File: src/rtl/gol_sequencer_if.sv
`default_nettype none
// ============================================================================
//  Module      : gol_sequencer_if
//  Description : Handshake between the Game-of-Life sequencer and the
//                generation engine.
//                  gen_start : one-cycle pulse, compute one generation
//                  gen_done  : one-cycle pulse, next board is ready
//                  clear     : one-cycle pulse, clear board / abort engine
//                master = sequencer side, slave = engine side.
//  Revision    : 1.0 - initial release
// ============================================================================
interface gol_sequencer_if;
  logic gen_start;
  logic gen_done;
  logic clear;

  modport master (
    output gen_start,
    output clear,
    input  gen_done
  );

  modport slave (
    input  gen_start,
    input  clear,
    output gen_done
  );
endinterface
`default_nettype wire

File: src/rtl/gol_sequencer.sv
`default_nettype none
// ============================================================================
//  Module      : gol_sequencer
//  Description : Control sequencer for a Game-of-Life engine. Three raw
//                buttons (run/step/clear) are synchronised and debounced
//                into press events that drive a SET/RUN/STOP mode machine.
//                In RUN a prescaler issues generation ticks; each accepted
//                tick or step launches one generation on the engine.
//  Ports       : clk               system clock, rising edge
//                reset             asynchronous reset, active low
//                btn_run_i         raw run/stop button
//                btn_step_i        raw single-step button
//                btn_clear_i       raw clear button
//                speed_i[1:0]      tick period = 2^(TICK_SHIFT + 2*speed_i)
//                eng_if            engine handshake (master side)
//                state_o[2:0]      one-hot mode: 001 SET, 010 RUN, 100 STOP
//                edit_en_o         board editing allowed (mode SET)
//                busy_o            generation outstanding
//                overrun_o         sticky: RUN tick arrived while busy
//                generation_cnt_o  completed generations since clear
//  Revision    : 1.0 - initial release
// ============================================================================
module gol_sequencer #(
  parameter int DEBOUNCE_CYCLES = 65536,
  parameter int TICK_SHIFT      = 22
) (
  input  wire logic        clk,
  input  wire logic        reset,
  input  wire logic        btn_run_i,
  input  wire logic        btn_step_i,
  input  wire logic        btn_clear_i,
  input  wire logic [1:0]  speed_i,
  gol_sequencer_if.master  eng_if,
  output logic [2:0]       state_o,
  output logic             edit_en_o,
  output logic             busy_o,
  output logic             overrun_o,
  output logic [15:0]      generation_cnt_o
);

  localparam logic [2:0] ST_SET  = 3'b001;
  localparam logic [2:0] ST_RUN  = 3'b010;
  localparam logic [2:0] ST_STOP = 3'b100;

  localparam int              DB_W    = (DEBOUNCE_CYCLES > 1) ? $clog2(DEBOUNCE_CYCLES) : 1;
  localparam logic [DB_W-1:0] DB_LAST = DB_W'(DEBOUNCE_CYCLES - 1);
  // Longest period is 2^(TICK_SHIFT+6) (speed 3).
  localparam int              PS_W    = TICK_SHIFT + 6;

  // Button bit order: 0 run, 1 step, 2 clear.
  logic [2:0] btn_raw;
  logic [2:0] btn_meta_q;
  logic [2:0] btn_sync_q;
  logic [2:0] btn_filt;
  logic [2:0] btn_prev_q;
  logic [2:0] press;
  logic       ev_clear;
  logic       ev_run;
  logic       ev_step;

  logic [2:0]      state_q, state_d;
  logic            start_q, start_d;
  logic            clear_q, clear_d;
  logic            busy_q, busy_d;
  logic            overrun_q, overrun_d;
  logic            ovr_set;
  logic            done_acc;
  logic [15:0]     gen_cnt_q, gen_cnt_d;
  logic [PS_W-1:0] presc_q, presc_d;
  logic [PS_W-1:0] tick_mask;
  logic [2:0]      tick_sh;
  logic            tick;

  assign btn_raw = {btn_clear_i, btn_step_i, btn_run_i};

  // --------------------------------------------------------------------------
  // Synchronisers
  // --------------------------------------------------------------------------
  always_ff @(posedge clk or negedge reset) begin
    if (!reset) begin
      btn_meta_q <= '0;
      btn_sync_q <= '0;
      btn_prev_q <= '0;
    end else begin
      btn_meta_q <= btn_raw;
      btn_sync_q <= btn_meta_q;
      btn_prev_q <= btn_filt;
    end
  end

  // --------------------------------------------------------------------------
  // Debouncers: the counter runs only while the synchronised level differs
  // from the filtered one, so any return to the old level restarts the count.
  // --------------------------------------------------------------------------
  generate
    for (genvar gi = 0; gi < 3; gi++) begin : g_btn
      logic [DB_W-1:0] db_cnt_q;
      logic            filt_q;

      always_ff @(posedge clk or negedge reset) begin
        if (!reset) begin
          db_cnt_q <= '0;
          filt_q   <= 1'b0;
        end else if (btn_sync_q[gi] == filt_q) begin
          db_cnt_q <= '0;
        end else if (db_cnt_q == DB_LAST) begin
          db_cnt_q <= '0;
          filt_q   <= btn_sync_q[gi];
        end else begin
          db_cnt_q <= db_cnt_q + DB_W'(1);
        end
      end

      assign btn_filt[gi] = filt_q;
    end
  endgenerate

  // Rising edge of the filtered level; priority clear > run > step.
  assign press    = btn_filt & ~btn_prev_q;
  assign ev_clear = press[2];
  assign ev_run   = press[0] & ~press[2];
  assign ev_step  = press[1] & ~press[2] & ~press[0];

  // --------------------------------------------------------------------------
  // Tick prescaler: a tick fires when the low TICK_SHIFT+2*speed bits are all
  // ones, i.e. exactly one period after the counter was zeroed on RUN entry.
  // --------------------------------------------------------------------------
  always_comb begin
    tick_sh   = 3'd6 - {speed_i, 1'b0};
    tick_mask = {PS_W{1'b1}} >> tick_sh;
    tick      = (state_q == ST_RUN) && ((presc_q & tick_mask) == tick_mask);
    if ((state_d == ST_RUN) && (state_q != ST_RUN)) begin
      presc_d = '0;
    end else begin
      presc_d = presc_q + PS_W'(1);
    end
  end

  // --------------------------------------------------------------------------
  // Mode FSM: state register
  // --------------------------------------------------------------------------
  always_ff @(posedge clk or negedge reset) begin
    if (!reset) begin
      state_q <= ST_SET;
    end else begin
      state_q <= state_d;
    end
  end

  // Mode FSM: next state
  always_comb begin
    state_d = state_q;
    if (ev_clear) begin
      state_d = ST_SET;
    end else begin
      case (state_q)
        ST_SET: begin
          if (ev_run) begin
            state_d = ST_RUN;
          end else if (ev_step) begin
            state_d = ST_STOP;
          end
        end
        ST_RUN: begin
          if (ev_run) begin
            state_d = ST_STOP;
          end
        end
        ST_STOP: begin
          if (ev_run) begin
            state_d = ST_RUN;
          end
        end
        default: state_d = ST_SET;
      endcase
    end
  end

  // Mode FSM: outputs. Pulses are decided here and registered below so they
  // appear the cycle after the triggering event.
  always_comb begin
    state_o   = state_q;
    edit_en_o = (state_q == ST_SET);
    start_d   = 1'b0;
    clear_d   = ev_clear;
    ovr_set   = 1'b0;
    if (!ev_clear) begin
      case (state_q)
        ST_SET:  start_d = ev_step & ~busy_q;
        ST_RUN: begin
          // A run press in the same cycle leaves RUN, so the tick is dropped.
          if (!ev_run && tick) begin
            if (busy_q) begin
              ovr_set = 1'b1;
            end else begin
              start_d = 1'b1;
            end
          end
        end
        ST_STOP: start_d = ev_step & ~busy_q;
        default: start_d = 1'b0;
      endcase
    end
  end

  // --------------------------------------------------------------------------
  // Generation bookkeeping. A done only counts while a generation is
  // outstanding, and is swallowed by a clear in the same cycle. Leaving RUN
  // does not touch busy, so an in-flight generation still completes.
  // --------------------------------------------------------------------------
  always_comb begin
    done_acc  = eng_if.gen_done & busy_q & ~ev_clear;
    busy_d    = busy_q;
    overrun_d = overrun_q | ovr_set;
    gen_cnt_d = gen_cnt_q;
    if (ev_clear) begin
      busy_d    = 1'b0;
      overrun_d = 1'b0;
      gen_cnt_d = '0;
    end else begin
      if (start_d) begin
        busy_d = 1'b1;
      end else if (done_acc) begin
        busy_d = 1'b0;
      end
      if (done_acc) begin
        gen_cnt_d = gen_cnt_q + 16'd1;
      end
    end
  end

  always_ff @(posedge clk or negedge reset) begin
    if (!reset) begin
      start_q   <= 1'b0;
      clear_q   <= 1'b0;
      busy_q    <= 1'b0;
      overrun_q <= 1'b0;
      gen_cnt_q <= '0;
      presc_q   <= '0;
    end else begin
      start_q   <= start_d;
      clear_q   <= clear_d;
      busy_q    <= busy_d;
      overrun_q <= overrun_d;
      gen_cnt_q <= gen_cnt_d;
      presc_q   <= presc_d;
    end
  end

  assign eng_if.gen_start = start_q;
  assign eng_if.clear     = clear_q;
  assign busy_o           = busy_q;
  assign overrun_o        = overrun_q;
  assign generation_cnt_o = gen_cnt_q;

endmodule
`default_nettype wire

File: src/flat_wrapper.sv
// flat-port wrapper written by rule: the top's interface ports become plain ports
module gol_sequencer_flat 
#(
  parameter int DEBOUNCE_CYCLES = 65536,
  parameter int TICK_SHIFT      = 22
)
  (clk, reset, btn_run_i, btn_step_i, btn_clear_i, speed_i, state_o, edit_en_o, busy_o, overrun_o, generation_cnt_o, eng_if_gen_start, eng_if_clear, eng_if_gen_done);
  gol_sequencer_if eng_if_i ();
  input  wire logic clk;
  input  wire logic reset;
  input  wire logic btn_run_i;
  input  wire logic btn_step_i;
  input  wire logic btn_clear_i;
  input  wire logic [1:0] speed_i;
  output logic [2:0] state_o;
  output logic edit_en_o;
  output logic busy_o;
  output logic overrun_o;
  output logic [15:0] generation_cnt_o;
  output wire logic [$bits(eng_if_i.gen_start)-1:0] eng_if_gen_start;
  output wire logic [$bits(eng_if_i.clear)-1:0] eng_if_clear;
  input wire logic [$bits(eng_if_i.gen_done)-1:0] eng_if_gen_done;
  assign eng_if_gen_start = eng_if_i.gen_start;
  assign eng_if_clear = eng_if_i.clear;
  assign eng_if_i.gen_done = eng_if_gen_done;
  gol_sequencer #(.DEBOUNCE_CYCLES(DEBOUNCE_CYCLES), .TICK_SHIFT(TICK_SHIFT)) u_core (.clk(clk), .reset(reset), .btn_run_i(btn_run_i), .btn_step_i(btn_step_i), .btn_clear_i(btn_clear_i), .speed_i(speed_i), .eng_if(eng_if_i), .state_o(state_o), .edit_en_o(edit_en_o), .busy_o(busy_o), .overrun_o(overrun_o), .generation_cnt_o(generation_cnt_o));
endmodule
File: config.mk
export PLATFORM = sky130hd
export DESIGN_NAME = gol_sequencer_flat
export DESIGN_NICKNAME = d
export VERILOG_FILES = /design/src/rtl/gol_sequencer_if.sv /design/src/rtl/gol_sequencer.sv /design/src/flat_wrapper.sv
export SDC_FILE = /design/constraint.sdc
export NUM_CORES = 1
export LEC_CHECK = 0
export ABC_CLOCK_PERIOD_IN_PS = 2650
export CAP_MARGIN = 20
export CELL_PAD_IN_SITES_DETAIL_PLACEMENT = 1
export CELL_PAD_IN_SITES_GLOBAL_PLACEMENT = 2
export CORE_MARGIN = 2
export CORE_UTILIZATION = 25
export DETAILED_ROUTE_END_ITERATION = 8
export GPL_ROUTABILITY_DRIVEN = 0
export HOLD_SLACK_MARGIN = 0.02
export MAX_ROUTING_LAYER = met4
export PLACE_DENSITY = 0.66
export SYNTH_ARGS = -nofsm -noshare
export SYNTH_HDL_FRONTEND = slang
export SYNTH_SLANG_ARGS = --single-unit
File: constraint.sdc
create_clock -name clk -period 2.65 [get_ports clk]
set_clock_uncertainty 0.05 [all_clocks]
set_input_delay 0.53 -clock clk [delete_from_list [all_inputs] [get_ports clk]]
set_output_delay 0.53 -clock clk [all_outputs]
set_load 0.05 [all_outputs]
==> results of run 1 <==
[layer usage]
metal	share of wire, %	wire length [microns]
met5	0	0
met4	1.5	180
met3	1.8	221
met2	47	5750
met1	49	5990
[Yosys cell counts (5+ instances only)]
cell type    n
a21oi_1     25
nor2_1      82
xnor2_1     32
nor4_1      11
nor3_1      11
dfrtp_1    110
and3_1       6
ha_1         5
or3_1       12
or4_1       14
nand2_1     30
inv_1       12
nand3_1     38
clkbuf_1     9
o21ai_0     13
and4_1      13
nand4_1     27
xor2_1      32
o31ai_1     10
[cell families (layout without fill, tap and decap cells)]
kind of cell,count (synthesis),after routing,synth area share [%]
compound gates,59,59,6.75
xor+xnor,64,64,10.6
fa+ha+maj,5,5,1.18
buf+inv,26,68,2.18
flops,111,111,52.6
mux,3,3,0.640
simple gates,262,262,26.0
[worst register-to-register path, delay by kind of cell, from the launching register on]
kind                       cells  cell delay [ps]
AOI/OAI and AO/OA              1              170
adders and majority gates      1              270
DFF                            1              380
and+or+nand+nor                3             1340
[metrics by stage]
stage / hold slack, ps / setup slack (ps)
3_3_place_gp: 282 / 309
3_5_place_dp: 293 / 293
4_1_cts: 96.2 / 265
6_report: 83.9 / 278
5_1_grt: 122 / 195
2_1_floorplan: 184 / 480
[registers in the layout (all words and copies together) (netlist names)]
signal and count:
u_core.btn_sync_q 3, u_core.overrun_o 1, u_core.presc_q 28, u_core.busy_o 1
u_core.eng_if.clear 1, u_core.btn_prev_q 3, u_core.g_btn.db_cnt_q 48, u_core.g_btn.filt_q 3
u_core.eng_if.gen_start 1, u_core.btn_meta_q 3, u_core.generation_cnt_o 16, u_core.state_o 3
[how the worst min path moves through the flow]
stage                          from                    to
4_1_cts                       reset    u_core.presc_q[23]
6_report                      reset    u_core.presc_q[23]
3_3_place_gp   u_core.btn_meta_q[1]  u_core.btn_sync_q[1]
3_5_place_dp   u_core.btn_meta_q[2]  u_core.btn_sync_q[2]
2_1_floorplan                 reset  u_core.btn_meta_q[0]
5_1_grt                       reset    u_core.presc_q[23]
[cell type report]
cell class | count | area [sq um]
Clock buffer | 10 | 229
Inverter | 12 | 45.0
Fill cell | 2402 | 14600
Sequential cell | 111 | 2780
Tap cell | 275 | 344
Clock inverter | 6 | 85.1
Timing Repair Buffer | 40 | 385
Multi-Input combinational cell | 393 | 2390
[power by group through the flow]
| stage | Clock (uW) | Combinational [uW] | Sequential, uW |
|---|---|---|---|
| 3_3_place_gp | 0 | 136 | 1770 |
| 6_report | 1460 | 134 | 1740 |
| 5_1_grt | 1580 | 156 | 1740 |
| 2_1_floorplan | 0 | 42.3 | 1780 |
| 4_1_cts | 1520 | 141 | 1740 |
| 3_5_place_dp | 0 | 140 | 1770 |
==> qor.yml, run 1 <==
met1_usage_pct: 16.1
rrSetupSlack_ps: 370
period_share_pct: 89.5
dieArea_sq_um: 22300
cp_data_required_time_ps: 2070
initial_core_util_pct: 25.3
synth_area_leaders: "dfrtp_1 (52%), nor2_1 (5.8%), xnor2_1 (5.3%)"
tightest_slew_ps: 603
relSlewSlack_pct: 59.5
ir_drop_mv: 0.337
hp-class: "in -> async"
rr_worst_depth: 5
drc_errors: 0
period_minus_slack_ps: 2370
worst-path-buf-inv: 1
setup.worst_path.end: "state_o[0]"
grt_remaining_overflow: 0
r2r-end: "u_core.presc_q[24]"
grt_max_degree: 38
cts_setup_buffers: 0
use_met3_pct: 1.90
swShare_pct: 22.4
cts_max_path_buffers: 2
io_buffers: 31
top_usage_layer: "met2"
diodes: 0
synth_edf_count: 0
cap_viol_max_count: 0
crit_chain: "clkdlybuf4s50_1"
grt_pass1_vias: 4351
ys_types: 44
critPathMaxStageDelay_ps: 830
hpwlAfterDp_mm: 8.53
root_buffer: "clkbuf_16"
crit_arrival_ps: 1790
dr.pass1.iters: 4
layout_common_cells: "dfrtp_1 (110), nor2_1 (82), nand3_1 (38)"
core_area_sq_um: 20900
seq_power_share_pct: 52.2
area_growth_pct: 18.6
drt-initial-drc-count: 169
setup_tns_ps: 0
slowest_stage: "clkdlybuf4s50_1"
worstSkewPairLatency_ps: 350
syn_nets: 543
crit_family: "buffers and inverters"
post-route-util_pct: 30.0
path_max_fanout: 7
place_inst: 831
synth_top_cell_area_share_pct: 52.1
cts_tree: "yes"
cp-start-kind: "flop"
rows: 53
placed_area_sq_um: 5950
seq_area_frac_synth_pct: 52.6
p_int_uw: 2580
final_common_cell: "dfrtp_1"
grt_setup_unrepaired: "no"
cp.depth: 1
p_switching_uw: 744
synth_area_sq_um: 5280
fmax_ghz: 0.422
die_w_microns: 149
synthCells: 530
ctsHtreeMaxLevel: 3
cts_resized: 0
die_y_microns: 149
grt_pass1_wl_mm: 21.6
drive_gt1_share_pct: 7.52
synth_seq_cells: 111
numCtsBuffers: 9
wl_mm: 12.1
finalPower_uw: 3330
status: "completed"
yosys_warnings: 0
synth_area_per_cell_sq_um: 9.96
yosysTopAreaCell: "dfrtp_1"
comb_power_share_pct: 4.0
r2r-start: "u_core.presc_q[0]"
wire_per_inst_microns: 14.3
hold_violations: 0
grt_util_all_layers_pct: 12.3
final_area_sq_um: 6260
p_leak_uw: 0.00251
avgViaCountPerCell: 4.75
cts.sinks: 111
critPathKind: "reg -> out"
synthFlopType: "dfrtp_1"
critPathCaptureType: "output pin"
maxSlewViolCount: 0
cts_hold_buf: 0
path_clk_slew_ps: 70
vias: 4027
crit_start: "u_core.state_o[0]"
antenna_found_initial: 0
power.density_nw_per_um2: 532
postRouteAntennaNets: 0
finalSetupViolations: 0
top_level_ports: 32
grt_use_met2_pct: 19.5
nets: 580
async_flop_share_pct: 100
final_cells: 847
p_clk_share_pct: 43.8
Power figures use the tool's default switching activity.
==> inputs of run 2 (changes only) <==
Settings changed: ABC_CLOCK_PERIOD_IN_PS 2650 to 2200, HOLD_SLACK_MARGIN 0.02 to 0.03.
Clock period 2.65 ns to 2.2 ns, I/O delays scaled along.
==> qor.yml, run 2 (synthesis results as in run 1) <==
period_minus_slack_ps: 2130
grt_pass1_vias: 4298
cap_viol_max_count: 0
wire_per_inst_microns: 14.5
crit_arrival_ps: 1640
vias: 4061
critPathKind: "reg -> out"
postRouteAntennaNets: 0
final_area_sq_um: 6320
nets: 590
drive_gt1_share_pct: 9.98
period_share_pct: 96.9
diodes: 0
grt_setup_unrepaired: "no"
ctsHtreeMaxLevel: 3
maxSlewViolCount: 0
tightest_slew_ps: 550
power.density_nw_per_um2: 599
grt_util_all_layers_pct: 12.4
drc_errors: 0
final_cells: 856
path_max_fanout: 6
fmax_ghz: 0.469
fin_ws_ps: 67.4
p_leak_uw: 0.00262
cts_max_path_buffers: 2
crit_chain: "clkdlybuf4s50_1"
setup_tns_ps: 0
finalSetupViolations: 0
path_clk_slew_ps: 70
ir_drop_mv: 0.266
io_buffers: 31
wl_mm: 12.4
crit_family: "buffers and inverters"
critPathMaxStageDelay_ps: 840
worstSkewPairLatency_ps: 360
antenna_found_initial: 0
cts_setup_buffers: 0
critPathCaptureType: "output pin"
post-route-util_pct: 30.3
cp-start-kind: "flop"
avgViaCountPerCell: 4.74
cts.sinks: 111
die_y_microns: 149
grt_max_degree: 35
place_inst: 840
place_ws_ps: 67.2
largest_reg_flops: 48
status: "completed"
numCtsBuffers: 9
core_area_sq_um: 20900
worst-path-buf-inv: 1
final_common_cell: "dfrtp_1"
hpwlAfterDp_mm: 8.86
die_w_microns: 149
slowest_stage: "clkdlybuf4s50_1"
initial_core_util_pct: 25.3
root_buffer: "clkbuf_16"
dieArea_sq_um: 22300
grt_pass1_wl_mm: 21.7
layout_common_cells: "dfrtp_1 (110), nor2_1 (82), nand3_1 (38)"
rows: 53
cts_tree: "yes"
grt_remaining_overflow: 0
top_level_ports: 32
largest_register: "u_core.g_btn.db_cnt_q"
hp-class: "reg -> reg"
cp_data_required_time_ps: 1710
hold_violations: 0
area_growth_pct: 19.7
placed_area_sq_um: 6030
dr.pass1.iters: 4
drt-initial-drc-count: 152
relSlewSlack_pct: 63.0
rrSetupSlack_ps: 130
==> run 2: power by group <==
group	switching [uW]	internal (uW)	leakage (uW)
Clock	771	759	0.000127
Sequential	28.0	2060	0.00150
Combinational	108	58.1	0.000985
Total	908	2880	0.00262
==> run 2: final cells by class <==
| cell class | count | area, sq um |
|---|---|---|
| multi-input cells | 393 | 2400 |
| clock inverters | 6 | 38.8 |
| well taps | 275 | 344 |
| fillers | 2395 | 14600 |
| repair buffers | 50 | 488 |
| flip-flops and latches | 111 | 2780 |
| inverters | 12 | 45.0 |
| clock buffers | 9 | 225 |
==> run 2: layer usage <==
layer	wire length, microns	GRT usage (%)	vias to the layer above
li1	-	-	1978
met1	6070	16.5	2040
met2	5940	19.5	32
met3	199	1.77	11
met4	189	4.43	0
met5	0	-	-
==> run 2: path summary, 6_finish.rpt <==
kind | from | cells after the start | endpoint
setup / recovery | u_core.generation_cnt_o[4] | 1 | generation_cnt_o[4]
hold / removal | u_core.btn_meta_q[1] | 0 | u_core.btn_sync_q[1]
setup reg to reg | u_core.presc_q[0] | 5 | u_core.presc_q[24]
hold reg to reg | u_core.btn_meta_q[1] | 0 | u_core.btn_sync_q[1]
max in group asynchronous | reset | 3 | u_core.state_o[0]
min in group asynchronous | reset | 2 | u_core.presc_q[25]
==> run 2: what timing repair did <==
item	CTS	global route
hold buffers	1	0
endpoints found under the hold margin	21	0
endpoints found under the setup margin	0	9
gates resized for setup	0	6
==> run 2: per-stage QoR <==
stage	hold slack (ps)	total power (uW)
6_report	303	3790
5_1_grt	321	3970
4_1_cts	304	3870
3_5_place_dp	286	2310
3_3_place_gp	281	2300
2_1_floorplan	94.4	2200
==> patch 1: new RTL, flow settings as in run 2 <==
`DEBOUNCE_CYCLES` is set to 65536 in 2 places; all go to 131072.
--- a/src/rtl/gol_sequencer.sv
+++ b/src/rtl/gol_sequencer.sv
@@ -21,7 +21,7 @@
 //  Revision    : 1.0 - initial release
 // ============================================================================
 module gol_sequencer #(
-  parameter int DEBOUNCE_CYCLES = 65536,
+  parameter int DEBOUNCE_CYCLES = 131072,
   parameter int TICK_SHIFT      = 22
 ) (
   input  wire logic        clk,
--- a/src/flat_wrapper.sv
+++ b/src/flat_wrapper.sv
@@ -1,7 +1,7 @@
 // flat-port wrapper written by rule: the top's interface ports become plain ports
 module gol_sequencer_flat 
 #(
-  parameter int DEBOUNCE_CYCLES = 65536,
+  parameter int DEBOUNCE_CYCLES = 131072,
   parameter int TICK_SHIFT      = 22
 )
   (clk, reset, btn_run_i, btn_step_i, btn_clear_i, speed_i, state_o, edit_en_o, busy_o, overrun_o, generation_cnt_o, eng_if_gen_start, eng_if_clear, eng_if_gen_done);
Formal check against the unedited RTL: same outputs for any inputs over 10 cycles, from zero or initial values and one cycle with reset low; that may be too few to reach the edited logic, so the function may still have changed.
==> patch 1 against run 2 <==
  * Final area rose by 6.4%
  * Total power up 37%
  * Largest cell class unchanged
  * Sequential cell count is 3 higher
  * Critical endpoint is now generation_cnt_o[11]
  * Setup slack lost 0.011 ns
  * Hold slack worse by 0.0074 ns
  * Synthesized area up 0.40%
  * Die area grew 0.39%
  * Register-to-register slack improved by 0.07 ns
  * Routed wire length down 7.8%
  * Cell count rose by 0.47%
==> patch 1: results (changes against run 2) <==
\begin{tabular}{lr}
\hline
Metric & Value \\
\hline
\multicolumn{2}{l}{\textbf{Place}} \\
Placement-stage worst setup slack & 0.0207 ns (was 0.0672 ns) \\
Detailed Place HPWL & 7890 µm (was 8860 µm) \\
\multicolumn{2}{l}{\textbf{Global route}} \\
GRT Overall Usage & 11.4\% (was 12.4\%) \\
First-pass GRT wire length & 19700 µm (was 21700 µm) \\
Number of global-route vias before repair & 4098 (was 4298) \\
Maximum number of pins on one net before global-route repair & 36 (was 35) \\
\multicolumn{2}{l}{\textbf{Yosys}} \\
Most instantiated cells after synthesis & sky130\_fd\_sc\_hd\_\_dfrtp\_1, sky130\_fd\_sc\_hd\_\_nor2\_1, sky130\_fd\_sc\_hd\_\_xor2\_1, sky130\_fd\_sc\_hd\_\_nand2\_1, sky130\_fd\_sc\_hd\_\_nand3\_1 (was sky130\_fd\_sc\_hd\_\_dfrtp\_1, sky130\_fd\_sc\_hd\_\_nor2\_1, sky130\_fd\_sc\_hd\_\_nand3\_1, sky130\_fd\_sc\_hd\_\_xnor2\_1, sky130\_fd\_sc\_hd\_\_xor2\_1) \\
Xor and xnor area share after synthesis & 12.9\% (was 10.6\%) \\
Syn Inst Count & 521 (was 530) \\
Post-synth net total & 537 (was 543) \\
Adder-cell area share of the yosys netlist & 1.89\% (was 1.18\%) \\
\multicolumn{2}{l}{\textbf{Detailed routing}} \\
Detailed-route wire length on metal 1 & 5340 µm (was 6070 µm) \\
Wire length on met2 & 5430 µm (was 5940 µm) \\
Detail Route met3 WL & 411 µm (was 199 µm) \\
\multicolumn{2}{l}{\textbf{Hold path}} \\
Startpoint of the lowest-slack hold path & u\_core.btn\_meta\_q[2] (was u\_core.btn\_meta\_q[1]) \\
Destination of the worst hold path & u\_core.btn\_sync\_q[2] (was u\_core.btn\_sync\_q[1]) \\
\multicolumn{2}{l}{\textbf{Power and ir drop}} \\
P\_sw & 1090 µW (was 908 µW) \\
Clock net power & 2880 µW (was 1530 µW) \\
Leakage power figure & 0.00306 µW (was 0.00262 µW) \\
\multicolumn{2}{l}{\textbf{Layout}} \\
Filler Cell Count & 2358 (was 2395) \\
Share of layout cells above drive strength 1 & 11.8\% (was 9.98\%) \\
\multicolumn{2}{l}{\textbf{Timing}} \\
Worst-Margin Slew & 0.565 ns (was 0.550 ns) \\
\multicolumn{2}{l}{\textbf{Clocking}} \\
Clock latency of the later-clocked register in the worst-skew pair & 0.41 ns (was 0.36 ns) \\
Clock buffer count from CTS & 17 (was 9) \\
\multicolumn{2}{l}{\textbf{Setup path}} \\
Reg-to-reg endpoint & u\_core.g\_btn[0].db\_cnt\_q[4] (was u\_core.presc\_q[24]) \\
Reg2reg setup slack & 0.20 ns (was 0.13 ns) \\
Critical R2R Launch & u\_core.g\_btn[0].db\_cnt\_q[0] (was u\_core.presc\_q[0]) \\
\multicolumn{2}{l}{\textbf{Run status}} \\
Status & finished, final reports clean (unchanged) \\
\hline
\end{tabular}
## patch 1: cell types whose count changed in the layout (fill, tap and decap cells not counted), moves of 11 or more
cell,change
sky130_fd_sc_hd__nor2_1,+24
sky130_fd_sc_hd__xor2_1,+18
sky130_fd_sc_hd__or4_1,-12
sky130_fd_sc_hd__a21oi_1,-11
## patch 1: final cells by class
class / count / area share [%]
clock buffers: 24 / 7.46
clock inverters: 8 / 1.84
inverters: 10 / 0.558
multi-input cells: 383 / 35.0
flip-flops and latches: 114 / 42.4
well taps: 275 / 5.11
repair buffers: 46 / 7.59
## patch 1: worst register-to-register path, stage by stage (launching register included)
cell,delay (ns)
sky130_fd_sc_hd__dfrtp_1,0.39
sky130_fd_sc_hd__ha_1,0.20
sky130_fd_sc_hd__nand3_1,0.14
sky130_fd_sc_hd__nor3_1,0.33
sky130_fd_sc_hd__nand2_1,0.09
sky130_fd_sc_hd__nor2_1,0.12
sky130_fd_sc_hd__ha_1,0.18
sky130_fd_sc_hd__nand2b_1,0.16
sky130_fd_sc_hd__buf_12,0.15
sky130_fd_sc_hd__nor2_1,0.06
## patch 1: how the worst max path moves through the flow
stage                     slack, ns                           end
after floorplan                0.06  u_core.g_btn[0].db_cnt_q[10]
after global placement         0.05   u_core.generation_cnt_o[15]
after detailed placement       0.02   u_core.generation_cnt_o[13]
after CTS                     0.001          generation_cnt_o[12]
after global routing         0.0002           generation_cnt_o[8]
final                          0.06          generation_cnt_o[11]
## patch 1: repair_timing
action,CTS,global route
endpoints found under the hold margin,30,0
pin swaps,0,0
endpoints found under the setup margin,4,6
hold buffers,1,0
gates resized for setup,4,6
## patch 1: routing by layer
layer  track usage, %  vias to the layer above
li1                 -                     1849
met1             13.7                     1920
met2             18.0                       40
met3             3.08                       17
met4             5.29                        0
met5                -                        -
==> patch 2: new RTL, settings of run 2 <==
Made on the original files. Add an input register stage for `btn_run_i`, `btn_step_i`, `btn_clear_i` and `speed_i`, cleared by the reset; this delays them by one clock. The other inputs are not delayed to match.
--- a/src/rtl/gol_sequencer.sv
+++ b/src/rtl/gol_sequencer.sv
@@ -47,6 +47,25 @@
   // Longest period is 2^(TICK_SHIFT+6) (speed 3).
   localparam int              PS_W    = TICK_SHIFT + 6;
 
+  logic btn_run_q;
+  logic btn_step_q;
+  logic btn_clear_q;
+  logic [1:0] speed_q;
+
+  always_ff @(posedge clk or negedge reset) begin
+    if (!reset) begin
+      btn_run_q   <= '0;
+      btn_step_q  <= '0;
+      btn_clear_q <= '0;
+      speed_q     <= '0;
+    end else begin
+      btn_run_q   <= btn_run_i;
+      btn_step_q  <= btn_step_i;
+      btn_clear_q <= btn_clear_i;
+      speed_q     <= speed_i;
+    end
+  end
+
   // Button bit order: 0 run, 1 step, 2 clear.
   logic [2:0] btn_raw;
   logic [2:0] btn_meta_q;
@@ -71,7 +90,7 @@
   logic [2:0]      tick_sh;
   logic            tick;
 
-  assign btn_raw = {btn_clear_i, btn_step_i, btn_run_i};
+  assign btn_raw = {btn_clear_q, btn_step_q, btn_run_q};
 
   // --------------------------------------------------------------------------
   // Synchronisers
@@ -126,7 +145,7 @@
   // ones, i.e. exactly one period after the counter was zeroed on RUN entry.
   // --------------------------------------------------------------------------
   always_comb begin
-    tick_sh   = 3'd6 - {speed_i, 1'b0};
+    tick_sh   = 3'd6 - {speed_q, 1'b0};
     tick_mask = {PS_W{1'b1}} >> tick_sh;
     tick      = (state_q == ST_RUN) && ((presc_q & tick_mask) == tick_mask);
     if ((state_d == ST_RUN) && (state_q != ST_RUN)) begin
Check against the original RTL: same outputs for any inputs over 10 cycles, from zero or initial values and one cycle with reset low; that may be too few to reach the edited logic, so the function may still have changed.
==> patch 2 against run 2 <==
  * Critical endpoint is now generation_cnt_o[8]
  * Critical path depth is the same
  * Final area grew 7.9%
  * Sequential power grew 5%
  * Clock power grew 86%
  * Routed wire length grew 3.1%
  * Setup slack lost 0.021 ns
  * First-iteration DRC count grew 14%
  * Maximum frequency shrank 0.98%
  * Total power grew 38%
  * Largest power group is now clock
  * Count of clock-buffer cells in the layout grew 14
  * Sequential cell count grew 5
  * Synthesized area grew 2.1%
==> patch 2: results (changes against run 2) <==
\begin{tabular}{lr}
\hline
Metric & Value \\
\hline
\multicolumn{2}{l}{\textbf{Hold path}} \\
Startpoint of the lowest-slack hold path & u\_core.btn\_clear\_q (was u\_core.btn\_meta\_q[1]) \\
Destination of the worst hold path & u\_core.btn\_meta\_q[2] (was u\_core.btn\_sync\_q[1]) \\
\multicolumn{2}{l}{\textbf{Detailed routing}} \\
DRC marker count from the first detailed-route iteration & 174 (was 152) \\
Post-Route WL & 12800 µm (was 12400 µm) \\
\multicolumn{2}{l}{\textbf{Setup path}} \\
Number of cells on the worst reg-to-reg path & 4 (was 5) \\
Reg-to-reg endpoint & u\_core.presc\_q[27] (was u\_core.presc\_q[24]) \\
Arrival @ worst endpoint & 1.66 ns (was 1.64 ns) \\
Critical R2R Launch & u\_core.presc\_q[16] (was u\_core.presc\_q[0]) \\
Critical path capture point & generation\_cnt\_o[8] (was generation\_cnt\_o[4]) \\
Max Fanout on Critical Path & 5 (was 6) \\
\multicolumn{2}{l}{\textbf{Place}} \\
Standard cell area after detailed placement & 6200 µm² (was 6030 µm²) \\
Detailed Place HPWL & 8670 µm (was 8860 µm) \\
Placed Cells & 851 (was 840) \\
Placement-stage worst setup slack & -0.123 ns (was 0.0672 ns) \\
\multicolumn{2}{l}{\textbf{Global route}} \\
First-pass GRT wire length & 21900 µm (was 21700 µm) \\
GRT Overall Usage & 12.5\% (was 12.4\%) \\
\multicolumn{2}{l}{\textbf{Clocking}} \\
CTS resizes & 3 (was 0) \\
Worst-path clk slew & 0.05 ns (was 0.07 ns) \\
\multicolumn{2}{l}{\textbf{Layout}} \\
Share of layout cells above drive strength 1 & 12.7\% (was 9.98\%) \\
\multicolumn{2}{l}{\textbf{Yosys}} \\
Dominant cells by area after synthesis & sky130\_fd\_sc\_hd\_\_dfrtp\_1, sky130\_fd\_sc\_hd\_\_xnor2\_1, sky130\_fd\_sc\_hd\_\_nor2\_1, sky130\_fd\_sc\_hd\_\_xor2\_1, sky130\_fd\_sc\_hd\_\_nand4\_1 (was sky130\_fd\_sc\_hd\_\_dfrtp\_1, sky130\_fd\_sc\_hd\_\_nor2\_1, sky130\_fd\_sc\_hd\_\_xnor2\_1, sky130\_fd\_sc\_hd\_\_xor2\_1, sky130\_fd\_sc\_hd\_\_nand3\_1) \\
Syn Inst Count & 536 (was 530) \\
Number of distinct library cells after synthesis & 51 (was 44) \\
Most instantiated cells after synthesis & sky130\_fd\_sc\_hd\_\_dfrtp\_1, sky130\_fd\_sc\_hd\_\_nor2\_1, sky130\_fd\_sc\_hd\_\_nand2\_1, sky130\_fd\_sc\_hd\_\_xnor2\_1, sky130\_fd\_sc\_hd\_\_nand3\_1 (was sky130\_fd\_sc\_hd\_\_dfrtp\_1, sky130\_fd\_sc\_hd\_\_nor2\_1, sky130\_fd\_sc\_hd\_\_nand3\_1, sky130\_fd\_sc\_hd\_\_xnor2\_1, sky130\_fd\_sc\_hd\_\_xor2\_1) \\
Post-synth net total & 549 (was 543) \\
\multicolumn{2}{l}{\textbf{Run status}} \\
Status & finished, final reports clean (unchanged) \\
\hline
\end{tabular}
patch 2: kinds of logic after synthesis:
kind of cell | count (synthesis) | synth area share, %
fa+ha+maj | 5 | 1.16
compound gates | 62 | 7.22
xor+xnor | 61 | 9.91
mux | 4 | 0.836
simple gates | 258 | 24.9
buf+inv | 30 | 2.14
flops | 116 | 53.9
patch 2: cell type report:
class / instances / area, µm²
flip-flops and latches: 116 / 2910
inverters: 15 / 56.3
repair buffers: 56 / 529
clock buffers: 23 / 488
fillers: 2391 / 14300
clock inverters: 8 / 124
multi-input cells: 390 / 2370
well taps: 275 / 344
patch 2: per-layer routing:
metal / wire length (µm) / share of wire, % / track usage, % / vias up
met5: 0 / 0 / - / -
met4: 238 / 1.9 / 5.33 / 0
met3: 414 / 3.2 / 2.71 / 17
met2: 6020 / 47 / 19.5 / 58
met1: 6120 / 48 / 15.8 / 2101
li1: - / - / - / 2029
patch 2: power breakdown:
part / internal [µW] / switching (µW)
Sequential: 2170 / 28.4
Combinational: 58.2 / 110
Clock: 1890 / 962
